[config.mk]
export PLATFORM = sky130hd
export DESIGN_NAME = garage_door_actuator
export DESIGN_NICKNAME = d
export VERILOG_FILES = /design/src/rtl/garage_door_actuator.sv
export SDC_FILE = /design/constraint.sdc
export NUM_CORES = 1
export LEC_CHECK = 0
export ABC_AREA = 1
export CAP_MARGIN = 20
export CORE_MARGIN = 1
export CORE_UTILIZATION = 59
export CTS_CLUSTER_DIAMETER = 100
export DETAILED_ROUTE_END_ITERATION = 7
export PLACE_DENSITY = 0.84
export SLEW_MARGIN = 20
export SYNTH_ARGS = -nofsm -noshare
export SYNTH_HDL_FRONTEND = slang
export SYNTH_SLANG_ARGS = --single-unit
export TNS_END_PERCENT = 20
[constraint.sdc]
create_clock -name CLK -period 4.5 [get_ports CLK]
set_input_delay 0.675 -clock CLK [delete_from_list [all_inputs] [get_ports CLK]]
set_output_delay 0.675 -clock CLK [all_outputs]
set_load 0.05 [all_outputs]
[src/rtl/garage_door_actuator.sv]
// -----------------------------------------------------------------------------
// garage_door_actuator
//
// Behavioural actuator model of a garage door: a motor driven by raise/lower
// commands moves a position counter between 0 (closed) and TRAVEL_MAX (open),
// one position step every STEP_DIV clock cycles, and reports the two limit
// switches back to the door controller.
//
// Parameters:
//   POS_W       width of the position counter
//   TRAVEL_MAX  fully-open position (1 .. 2**POS_W-1)
//   STEP_DIV    clock cycles per position step (>= 1)
//
// Ports:
//   CLK      in   rising-edge clock
//   RST      in   asynchronous reset, active low
//   UP_M     in   motor-raise command
//   DN_M     in   motor-lower command
//   UP_Max   out  fully-open limit switch (POS == TRAVEL_MAX)
//   DN_Max   out  fully-closed limit switch (POS == 0)
//   POS      out  current door position, 0 = closed
//   MOVING   out  motor running (raising or lowering)
//   FAULT    out  both commands were seen together; waits for both to drop
//
// Optional build macro OBSTACLE_SENSE_EN adds:
//   OBST     in   obstruction detected under the door
//   BLOCKED  out  lowering is stalled by an obstruction
// -----------------------------------------------------------------------------
module garage_door_actuator #(
   parameter int POS_W      = 8,
   parameter int TRAVEL_MAX = 200,
   parameter int STEP_DIV   = 4
) (
   input  logic             CLK,
   input  logic             RST,
   input  logic             UP_M,
   input  logic             DN_M,
`ifdef OBSTACLE_SENSE_EN
   input  logic             OBST,
   output logic             BLOCKED,
`endif
   output logic             UP_Max,
   output logic             DN_Max,
   output logic [POS_W-1:0] POS,
   output logic             MOVING,
   output logic             FAULT
);

   // Prescaler needs at least one bit even when STEP_DIV == 1.
   localparam int PW = (STEP_DIV > 1) ? $clog2(STEP_DIV) : 1;

   localparam logic [PW-1:0]    PRE_LAST = PW'(STEP_DIV - 1);
   localparam logic [PW-1:0]    PRE_ONE  = PW'(1);
   localparam logic [POS_W-1:0] POS_TOP  = POS_W'(TRAVEL_MAX);
   localparam logic [POS_W-1:0] POS_PRE  = POS_W'(TRAVEL_MAX - 1);
   localparam logic [POS_W-1:0] POS_ONE  = POS_W'(1);

   typedef enum logic [1:0] {
      ST_STOP,
      ST_RISE,
      ST_FALL,
      ST_FAULT
   } state_t;

   state_t           state_reg, state_next;
   logic [POS_W-1:0] pos_reg, pos_next;
   logic [PW-1:0]    presc_reg, presc_next;

   logic both_cmd;
   logic at_top;
   logic at_bot;
   logic presc_tc;

   assign both_cmd = UP_M & DN_M;
   assign at_top   = (pos_reg == POS_TOP);
   assign at_bot   = (pos_reg == '0);
   assign presc_tc = (presc_reg == PRE_LAST);

   always_ff @(posedge CLK or negedge RST) begin
      if (!RST) begin
         state_reg <= ST_STOP;
         pos_reg   <= '0;
         presc_reg <= '0;
      end else begin
         state_reg <= state_next;
         pos_reg   <= pos_next;
         presc_reg <= presc_next;
      end
   end

   always_comb begin
      state_next = state_reg;
      pos_next   = pos_reg;
      presc_next = presc_reg;

      // Simultaneous raise+lower outranks everything except an existing fault.
      if (both_cmd && state_reg != ST_FAULT) begin
         state_next = ST_FAULT;
         presc_next = '0;
      end else begin
         case (state_reg)
            ST_STOP: begin
               presc_next = '0;
               if (UP_M && !at_top) begin
                  state_next = ST_RISE;
               end else if (DN_M && !at_bot) begin
                  state_next = ST_FALL;
               end
            end

            ST_RISE: begin
               // Dropping UP_M (including a reversal to DN_M) stops first;
               // the opposite direction can only start from STOP.
               if (!UP_M) begin
                  state_next = ST_STOP;
                  presc_next = '0;
               end else if (presc_tc) begin
                  presc_next = '0;
                  if (!at_top) begin
                     pos_next = pos_reg + POS_ONE;
                  end
                  if (pos_reg >= POS_PRE) begin
                     state_next = ST_STOP;
                  end
               end else begin
                  presc_next = presc_reg + PRE_ONE;
               end
            end

            ST_FALL: begin
               if (!DN_M) begin
                  state_next = ST_STOP;
                  presc_next = '0;
`ifdef OBSTACLE_SENSE_EN
               end else if (OBST) begin
                  // Stall in place; stepping resumes from this prescaler value.
                  presc_next = presc_reg;
`endif
               end else if (presc_tc) begin
                  presc_next = '0;
                  if (!at_bot) begin
                     pos_next = pos_reg - POS_ONE;
                  end
                  if (pos_reg <= POS_ONE) begin
                     state_next = ST_STOP;
                  end
               end else begin
                  presc_next = presc_reg + PRE_ONE;
               end
            end

            ST_FAULT: begin
               if (!UP_M && !DN_M) begin
                  state_next = ST_STOP;
                  presc_next = '0;
               end
            end

            default: begin
               state_next = ST_STOP;
               presc_next = '0;
            end
         endcase
      end
   end

   assign POS    = pos_reg;
   assign UP_Max = at_top;
   assign DN_Max = at_bot;
   assign MOVING = (state_reg == ST_RISE) || (state_reg == ST_FALL);
   assign FAULT  = (state_reg == ST_FAULT);

`ifdef OBSTACLE_SENSE_EN
   assign BLOCKED = (state_reg == ST_FALL) && OBST;
`endif

endmodule

Word-level counts from Yosys, hierarchy flattened
Cells that the tools add are included.
- input port bits: 4
- output and inout port bits: 12
- register bits after elaboration: 12
- bitwise logic cells: 2
- $lt $le $gt $ge: 2
- muxes and demuxes: 23
- reduce and logical (&&, ||, !) cells: 14
- equal/unequal tests: 18
- $add $sub $neg: 3
- operators by type and width (kind ; number):
    8-bit two-way mux ; 6
    2-bit two-way mux ; 14
    4-bit != test (second input constant) ; 5
    2-bit case mux with 4 select lines ; 2
    8-bit case mux with 2 select lines ; 1
    2-bit != test (second input constant) ; 7
    8-bit by 1-bit adder with 8-bit output (second input constant) ; 1
    8-bit == test (second input constant) ; 1
    8-bit greater-or-equal comparator (second input constant) ; 1
    8-bit by 1-bit <= comparator with 1-bit output (second input constant) ; 1
    8-bit zero test ; 1
    8-bit AND reduction ; 1
    8-bit by 1-bit subtractor with 8-bit output (second input constant) ; 1
    2-bit == test (second input constant) ; 3
    6-bit AND reduction ; 1
    1-bit logical AND ; 4
    1-bit zero test ; 4
    3-bit by 1-bit != test with 1-bit output (second input constant) ; 1
    2-bit by 1-bit adder with 2-bit output (second input constant) ; 1
    2-bit by 1-bit == test with 1-bit output (second input constant) ; 1
    2-bit zero test ; 1
    2-bit nonzero test ; 1
    1-bit AND ; 1
    1-bit logical OR ; 1
    1-bit inverter ; 1

Depth between registers and ports, before layout
Gate-level depths: netlist of run 1.
- word-level depth: 7
- mapped depth: 11

Worst setup path after synthesis of run 1
OpenSTA, ideal clock, no wires.
- path kind: register -> output
- start point: register pos_reg[0] (netlist: POS[0])
- end point: output port DN_Max
- slack: 2.122 ns
- data required time: 3.825 ns
- buffers on the path: 0
- stages on the path, launching flop included: 5
- arrival: 1.703 ns
- path through: dfrtp_1 -> inv_1 -> ha_1 -> nand2_2 -> nor2_1
- longest elaborated chain between the ends: 1
- ends and longest elaborated chain (item ; RTL line ; source):
    start, declared ; 66 ; logic [POS_W-1:0] pos_reg, pos_next;
    start signal, assigned ; 86 ; pos_reg <= pos_next;
    8-bit zero test ; 76 ; assign at_bot = (pos_reg == '0);
    end, declared ; 43 ; output logic DN_Max,
Every way passes these cells.

Worst setup path in the final report of run 1
- start point: register pos_reg[0] (netlist: POS[0])
- end point: output port UP_Max
- longest elaborated chain between the ends: 1
- ends and longest elaborated chain (item ; RTL line ; source):
    8-bit == test ; 75 ; assign at_top = (pos_reg == POS_TOP);
    end, declared ; 42 ; output logic UP_Max,
Every way passes these cells.

==> impl_metrics.tcl, run 1 <==
set metrics [dict create \
    drc 0 \
    pin_count 16 \
    finalHoldViolations 0 \
    dr.pass1.iters 4 \
    dieHeight_um 47.8 \
    powerDensity_nw_per_um2 786 \
    start_util_pct 63.1 \
    cts.reportedPaths.clkPinSlew_ns 0.08 \
    layout.nets 220 \
    drive_gt1_share_pct 14.6 \
    cts_resized 0 \
    rrSetupSlack_ns 2.44 \
    p_leak_nw 0.773 \
    coreArea_um2 1960 \
    syn_area_per_cell_um2 6.59 \
    hold_start "presc_reg[1]$_DFFE_PN0P_" \
    postCtsHoldBufs 0 \
    grt_remaining_overflow 0 \
    io_buffers 15 \
    netlist_instances 188 \
    rsz0062_at_grt "no" \
    synth_edf_count 0 \
    rows 16 \
    fin_ws_ns 1.56 \
    fin_crit_sh_pct 65.3 \
    dieArea_um2 2290 \
    ir_worst_vdd_mv 0.557 \
    clock_latency_ns 0.29 \
    num_vias 1181 \
    cp-end-kind "primary output" \
    setup_viol 0 \
    ys_seq_area_share_pct 24.2 \
    first_global_vias 965 \
    fmax_mhz 340 \
    synthDistinctLibCells 24 \
    cts_tree "yes" \
    clockBufferDepth 2 \
    grt_usage_pct 26.5 \
    r2r-end "POS[0]$_DFFE_PN0P_" \
    post_cts_buffers 0 \
    final_core_util_pct 73.5 \
    min_path_cells 2 \
    synth.cell_area_um2 1240 \
    reg2reg_depth 8 \
    async_flop_share_pct 100 \
    ys_ff_latch 12 \
    clock_sinks 12 \
    max_slew_margin_pct 60.7 \
    worstPathRequired_ns 3.83 \
    status "complete, no violations" \
    crit_type "flip-flop to primary output" \
    place_worst_setup_slack_ns 1.90 \
    drt_wl_total_mm 2.75 \
    synth_largest_area_cell "dfrtp_1" \
    cts_made_buffers 3 \
    crit_fanout 6 \
    r2r_start "state_reg[0]$_DFFE_PN0P_" \
    fin_setup_tns_ns 0 \
    whs_endpoint "presc_reg[1]$_DFFE_PN0P_" \
    arrival_ns 2.26 \
    antenna_found_initial 0 \
    area_growth_pct 16.5 \
    syn-num-nets 202 \
    whs_ns 0.555 \
    hpwl_mm 2.12 \
    final-max-slew-violation-count 0 \
    fin_crit_ns 2.94 \
    grt_pass1_wl_mm 4.20 \
    cts-root-buf "clkbuf_4" \
    drt-initial-drc-count 41 \
    tightestPinTransition_ns 0.588 \
    yosysWarnings 0 \
    postRouteAntennaNets 0 \
    drv_cap 0 \
    critPathLaunchType "flip-flop" \
    drt-vias-per-instance 5.09 \
    routabilityCongestion 0.857 \
    post_drt_wl_per_cell_um 11.9 \
    die_w_um 47.8 \
    htreeDepth 1 \
    clock_skew_ns 0.00292 \
    synth_top_area_share_pct 24.2 \
    synth_ff_type "dfrtp_1" \
    fill_cells 163 \
    diodes 0 \
    largest_reg_flops 8 \
    yosys-top-cells-area "dfrtp_1, nand2_1, ha_1" \
    grt_start_max_net_pins 13 \
    worst_hold_path_type "flip-flop to flip-flop" \
]
==> logic make-up after synthesis <==
group	synth area share (%)
buffers and inverters	8.89
AO/OA/AOI/OAI	6.36
AND/OR/NAND/NOR	46.2
flip-flops	24.2
adder cells (fa/ha/maj)	10.1
XOR/XNOR	4.24
==> worst max-delay path by stage <==
stage / to / depth (start not counted) / start / slack, ns
4_1_cts: UP_Max / 7 / POS[0]$_DFFE_PN0P_ / 1.57
2_1_floorplan: DN_Max / 4 / POS[0]$_DFFE_PN0P_ / 2.12
5_1_grt: UP_Max / 7 / POS[0]$_DFFE_PN0P_ / 1.49
3_3_place_gp: UP_Max / 7 / POS[0]$_DFFE_PN0P_ / 1.96
3_5_place_dp: UP_Max / 7 / POS[0]$_DFFE_PN0P_ / 1.90
6_report: UP_Max / 7 / POS[0]$_DFFE_PN0P_ / 1.56
==> critical path, stage by stage (launching register included) <==
cell,delay (ns)
dfrtp_1,0.45
inv_1,0.15
ha_1,0.21
nand2_1,0.08
nor2_2,0.14
nand2_2,0.09
inv_1,0.06
clkdlybuf4s50_1,0.80
==> power breakdown <==
group | leakage [nW] | internal [W] | switching, W
Sequential | 0.157 | 0.000150 | 0.0000773
Combinational | 0.595 | 0.000277 | 0.000538
Clock | 0.0210 | 0.0000493 | 0.0000422
Total | 0.773 | 0.000476 | 0.000658
==> synth_stat cells (4+ instances only) <==
cell type	number
nand3_2	4
inv_1	18
nor2_2	5
nand2_1	70
dfrtp_1	12
o21ai_0	5
xor2_1	5
nand3_1	12
inv_2	7
nor2_1	14
nand2_2	6
o21ai_1	5
ha_1	10
==> cell type report <==
cell class                      instances  area, um2  share of cell area [%]
Multi-Input combinational cell        149        828                    57.4
Sequential cell                        12        300                    20.8
Timing Repair Buffer                   15        150                    10.4
Clock buffer                            4       36.3                    2.52
Tap cell                               27       33.8                    2.34
Inverter                               25       93.8                    6.50
==> layer usage <==
| metal | up-vias | track usage (%) | wire length, um |
|---|---|---|---|
| met5 | - | 0 | 0 |
| met4 | 0 | 8.33 | 34 |
| met3 | 5 | 2.26 | 85 |
| met2 | 21 | 42.7 | 1320 |
| met1 | 529 | 37.5 | 1320 |
| li1 | 626 | - | - |
==> placed cells by master, fill, tap and decap left out, drive strengths merged <==
cell | netlist | final
a21oi | 2 | 2
clkbuf | 0 | 4
clkdlybuf4s50 | 0 | 15
dfrtp | 12 | 12
ha | 10 | 10
inv | 25 | 25
nand2 | 76 | 76
nand3 | 17 | 17
nand3b | 1 | 1
nand4 | 3 | 3
nor2 | 20 | 20
nor3 | 1 | 1
o21ai | 10 | 10
o22ai | 3 | 3
xnor2 | 1 | 1
xor2 | 5 | 5
==> per-stage QoR <==
step | instance area, um2 | power, W | cells
finish | 1440 | 0.00113 | 232
global route | 1440 | 0.00123 | 232
CTS | 1440 | 0.00113 | 232
detailed placement | 1410 | 0.00104 | 228
global placement | 1410 | 0.00102 | 228
floorplan | 1240 | 0.000847 | 188
No activity file was read; power rests on OpenSTA's default activity.
==> run 2, diff against run 1 <==
- CORE_UTILIZATION: 59 -> 49
- PLACE_DENSITY: 0.84 -> 0.75
- clock period: 4.5 -> 2.5 ns (I/O delays scaled with it)
==> run 2 against run 1 <==
Non-clock buffer count increased by 3. Cell count is 1.7% higher. Wire length up 5.8%. Critical path depth shrank 4.
==> impl_metrics.tcl, run 2 (synthesis gave the netlist of run 1 again) <==
set metrics [dict create \
    finalHoldViolations 0 \
    clockBufferDepth 2 \
    cts-root-buf "clkbuf_4" \
    fin_crit_ns 2.33 \
    drive_gt1_share_pct 16.3 \
    clock_sinks 12 \
    crit_fanout 5 \
    postRouteAntennaNets 0 \
    htreeDepth 1 \
    clock_latency_ns 0.28 \
    antenna_found_initial 0 \
    ir_worst_vdd_mv 0.853 \
    p_sw_w 0.00120 \
    grt_start_max_net_pins 13 \
    setup_viol 0 \
    dieArea_um2 2730 \
    layout.nets 223 \
    comb_power_share_pct 73.7 \
    drt-vias-per-instance 5.23 \
    fin_setup_tns_ns 0 \
    dieHeight_um 52.3 \
    pin_count 16 \
    final-max-slew-violation-count 0 \
    hpwl_mm 2.32 \
    grt_remaining_overflow 0 \
    diodes 0 \
    worstPathRequired_ns 2.12 \
    dr.pass1.iters 4 \
    max_slew_margin_pct 61.8 \
    clock_skew_ns 0.00129 \
    worst_hold_path_type "input port to async pin" \
    powerDensity_nw_per_um2 1410 \
    critPathLaunchType "flip-flop" \
    p_clk_share_pct 7.9 \
    post_cts_buffers 0 \
    cp-end-kind "primary output" \
    grt_usage_pct 23.1 \
    final_core_util_pct 63.8 \
    whs_ns 0.453 \
    largest_reg_flops 8 \
    num_vias 1235 \
    drt-initial-drc-count 28 \
    arrival_ns 1.96 \
    rows 17 \
    instances_no_fill 236 \
    post_drt_wl_per_cell_um 12.3 \
    drt_wl_total_mm 2.91 \
    cts.reportedPaths.clkPinSlew_ns 0.09 \
    place_inst 232 \
    p_leak_nw 0.806 \
    crit_type "flip-flop to primary output" \
    drv_cap 0 \
    status "complete, no violations" \
    io_buffers 15 \
    fmax_mhz 428 \
    drc 0 \
    tightestPinTransition_ns 0.571 \
    cts_tree "yes" \
    final_cell_mix "nand2_1, inv_1, nor2_1" \
    area_growth_pct 18.4 \
    grt_pass1_wl_mm 4.63 \
    start_util_pct 53.9 \
    first_global_vias 1043 \
    rsz0062_at_grt "no" \
    die_w_um 52.3 \
    coreArea_um2 2300 \
    routabilityCongestion 0.879 \
    final_common_cell "nand2_1" \
    fin_crit_sh_pct 93.4 \
    switching_share_pct 57.7 \
    cts_made_buffers 3 \
    seqPwrFrac_pct 18.3 \
    p_int_w 0.000876 \
]
## run 2: final cells by class
cell class	count	area, um2
fillers	218	831
multi-input cells	149	828
flip-flops and latches	12	300
repair buffers	18	173
inverters	25	93.8
clock buffers	4	36.3
well taps	28	35.0
## run 2: final timing paths
| path | start | to | slack (ns) | cells after the start |
|---|---|---|---|---|
| max in group asynchronous | RST | state_reg[0]$_DFFE_PN0P_ | 1.68 | 1 |
| min in group CLK | presc_reg[1]$_DFFE_PN0P_ | presc_reg[1]$_DFFE_PN0P_ | 0.57 | 2 |
| worst max register to register | state_reg[0]$_DFFE_PN0P_ | POS[0]$_DFFE_PN0P_ | 0.68 | 8 |
| worst min-delay path | RST | POS[4]$_DFFE_PN0P_ | 0.45 | 1 |
| worst max-delay path | state_reg[0]$_DFFE_PN0P_ | MOVING | 0.17 | 3 |
| worst min register to register | presc_reg[1]$_DFFE_PN0P_ | presc_reg[1]$_DFFE_PN0P_ | 0.57 | 2 |
## run 2: worst max-delay path, stage by stage, from the launching register on
cell and delay, ns:
dfrtp_1 0.44, inv_1 0.09, ha_1 0.33, clkdlybuf4s50_1 0.81
## run 2: repair_timing
item / 4_1_cts / 5_1_grt
hold buffers: 0 / 0
gates resized for setup: 0 / 1
endpoints found under the setup margin: 0 / 1
## run 2: power groups by stage
stage / sequential [W] / combinational [W] / clock, W
4_1_cts: 0.000378 / 0.00153 / 0.000168
3_5_place_dp: 0.000382 / 0.00152 / 0
5_1_grt: 0.000391 / 0.00167 / 0.000176
6_report: 0.000380 / 0.00153 / 0.000164
2_1_floorplan: 0.000546 / 0.000979 / 0
3_3_place_gp: 0.000373 / 0.00150 / 0
## run 2: per-layer routing
metal / vias up / global-route usage, % / share of wire (%)
met5: - / 0 / 0
met4: 0 / 6.58 / 0.72
met3: 4 / 2.61 / 4.2
met2: 26 / 35.9 / 46
met1: 577 / 33.5 / 49
li1: 628 / - / -
## run 2: metrics by stage
stage / power (W) / instance area [um2] / worst slack (ns)
after global placement: 0.00187 / 1430 / 0.388
final: 0.00207 / 1470 / 0.166
after CTS: 0.00208 / 1460 / 0.0121
after floorplan: 0.00152 / 1240 / 0.422
after detailed placement: 0.00191 / 1430 / 0.338
after global routing: 0.00224 / 1470 / 0.118
==> run 3, diff against run 2 <==
==> constraint.sdc (replaced) <==
create_clock -name CLK -period 2.5 [get_ports CLK]
set_input_delay 0.375 -clock CLK [delete_from_list [all_inputs] [get_ports CLK]]
set_output_delay 0.375 -clock CLK [all_outputs]
set_load 0.01 [all_outputs]
==> run 3 against run 2 <==
Register-to-register slack barely moved. Largest power group unchanged. Via count down 1.9%. Clock skew grew 0.0057 ns. Non-clock buffer count fell by 2. Critical endpoint is now UP_Max. Core utilization decreased by 0.65 points. Clock power shrank 4%. First-iteration DRC count stayed put. Fmax up 0.13%. Cell area shrank 1.0%.
==> impl_metrics.tcl, run 3 (synthesis gave the netlist of run 1 again) <==
set metrics [dict create \
    final-max-slew-violation-count 0 \
    dr.pass1.iters 4 \
    powerDensity_nw_per_um2 1240 \
    drt-initial-drc-count 28 \
    drt-vias-per-instance 5.18 \
    setup_viol 0 \
    cts_made_buffers 3 \
    hpwl_mm 2.33 \
    dieHeight_um 52.3 \
    largest_reg_flops 8 \
    clock_skew_ns 0.00695 \
    wl_met3_um 99 \
    crit_type "flip-flop to primary output" \
    cts_tree "yes" \
    htreeDepth 1 \
    cts_resized 0 \
    pin_count 16 \
    first_global_vias 1123 \
    grt_pass1_wl_mm 4.99 \
    antenna_found_initial 0 \
    place_worst_setup_slack_ns 0.481 \
    finalHoldViolations 0 \
    drive_gt1_share_pct 15.0 \
    cts-root-buf "clkbuf_4" \
    layout.nets 221 \
    worstPathRequired_ns 2.12 \
    grt_usage_pct 25.2 \
    grt_remaining_overflow 0 \
    crit_fanout 6 \
    post_cts_buffers 0 \
    drv_cap 0 \
    grt_start_max_net_pins 13 \
    dr_wl_met2_mm 1.35 \
    p_leak_nw 0.778 \
    top_layer_used "met4" \
    max_slew_margin_pct 64.4 \
    num_vias 1211 \
    fin_crit_sh_pct 93.2 \
    clockBufferDepth 2 \
    post_drt_wl_per_cell_um 12.4 \
    critPathLaunchType "flip-flop" \
    clock_latency_ns 0.28 \
    final_common_cell "nand2_1" \
    status "complete, no violations" \
    io_buffers 15 \
    rsz0062_at_grt "no" \
    drt_wl_total_mm 2.90 \
    start_util_pct 53.9 \
    postRouteAntennaNets 0 \
    fin_setup_tns_ns 0 \
    worst_hold_path_type "input port to async pin" \
    tightestPinTransition_ns 0.532 \
    coreArea_um2 2300 \
    routabilityCongestion 0.882 \
    postCtsHoldBufs 0 \
    fin_ws_ns 0.169 \
    ir_worst_vdd_mv 0.666 \
    drc 0 \
    clock_sinks 12 \
    final_cell_mix "nand2_1, inv_1, clkdlybuf4s50_1" \
    dieArea_um2 2730 \
    die_w_um 52.3 \
    area_growth_pct 17.2 \
    rows 17 \
    cp-end-kind "primary output" \
    drt-met1-wl_mm 1.41 \
    cts.reportedPaths.clkPinSlew_ns 0.08 \
    fin_crit_ns 2.33 \
    diodes 0 \
    arrival_ns 1.96 \
    fmax_mhz 429 \
]
run 3: path summary, 6_finish.rpt:
| kind | start | endpoint | slack [ns] | depth (start not counted) |
|---|---|---|---|---|
| worst min register to register | presc_reg[1]$_DFFE_PN0P_ | presc_reg[1]$_DFFE_PN0P_ | 0.55 | 2 |
| worst max-delay path | POS[0]$_DFFE_PN0P_ | UP_Max | 0.17 | 7 |
| max in group asynchronous | RST | state_reg[1]$_DFFE_PN0P_ | 1.71 | 1 |
| min in group CLK | presc_reg[1]$_DFFE_PN0P_ | presc_reg[1]$_DFFE_PN0P_ | 0.55 | 2 |
| worst min-delay path | RST | POS[6]$_DFFE_PN0P_ | 0.44 | 1 |
| worst max register to register | state_reg[0]$_DFFE_PN0P_ | POS[2]$_DFFE_PN0P_ | 0.68 | 8 |
run 3: power by group:
| group | internal (W) | switching (W) | leakage [nW] |
|---|---|---|---|
| combinational | 0.000503 | 0.000733 | 0.600 |
| clock | 0.0000887 | 0.0000696 | 0.0210 |
| sequential | 0.000270 | 0.000142 | 0.157 |
run 3: routing by layer:
| metal | up-vias | global-route usage (%) |
|---|---|---|
| met5 | - | 0 |
| met4 | 0 | 9.21 |
| met3 | 5 | 2.61 |
| met2 | 23 | 39.5 |
| met1 | 559 | 35.4 |
| li1 | 624 | - |
run 3: metrics by stage:
stage | hold slack [ns] | cells | total power [W] | util, % | cell area [um2]
final | 0.435 | 234 | 0.00181 | 63.2 | 1450
after detailed placement | 0.543 | 230 | 0.00165 | 61.6 | 1420
after global placement | 0.535 | 230 | 0.00160 | 61.6 | 1420
after CTS | 0.460 | 234 | 0.00181 | 63.2 | 1450
after floorplan | 0.0794 | 188 | 0.00127 | - | 1240
after global routing | 0.505 | 234 | 0.00198 | 63.2 | 1450
run 3: cell type report:
cell class	count	area, um2
clock buffer	4	36.3
fill	215	846
inverter	25	93.8
multi-input combinational	149	828
sequential	12	300
tap	28	35.0
timing repair buffer	16	158
run 3: critical path: stages, from the launching register on:
cell             delay [ns]
dfrtp_1                0.45
inv_1                  0.14
ha_1                   0.21
nand2_1                0.07
nor2_2                 0.14
nand2_2                0.09
inv_1                  0.06
clkdlybuf4s50_1        0.52
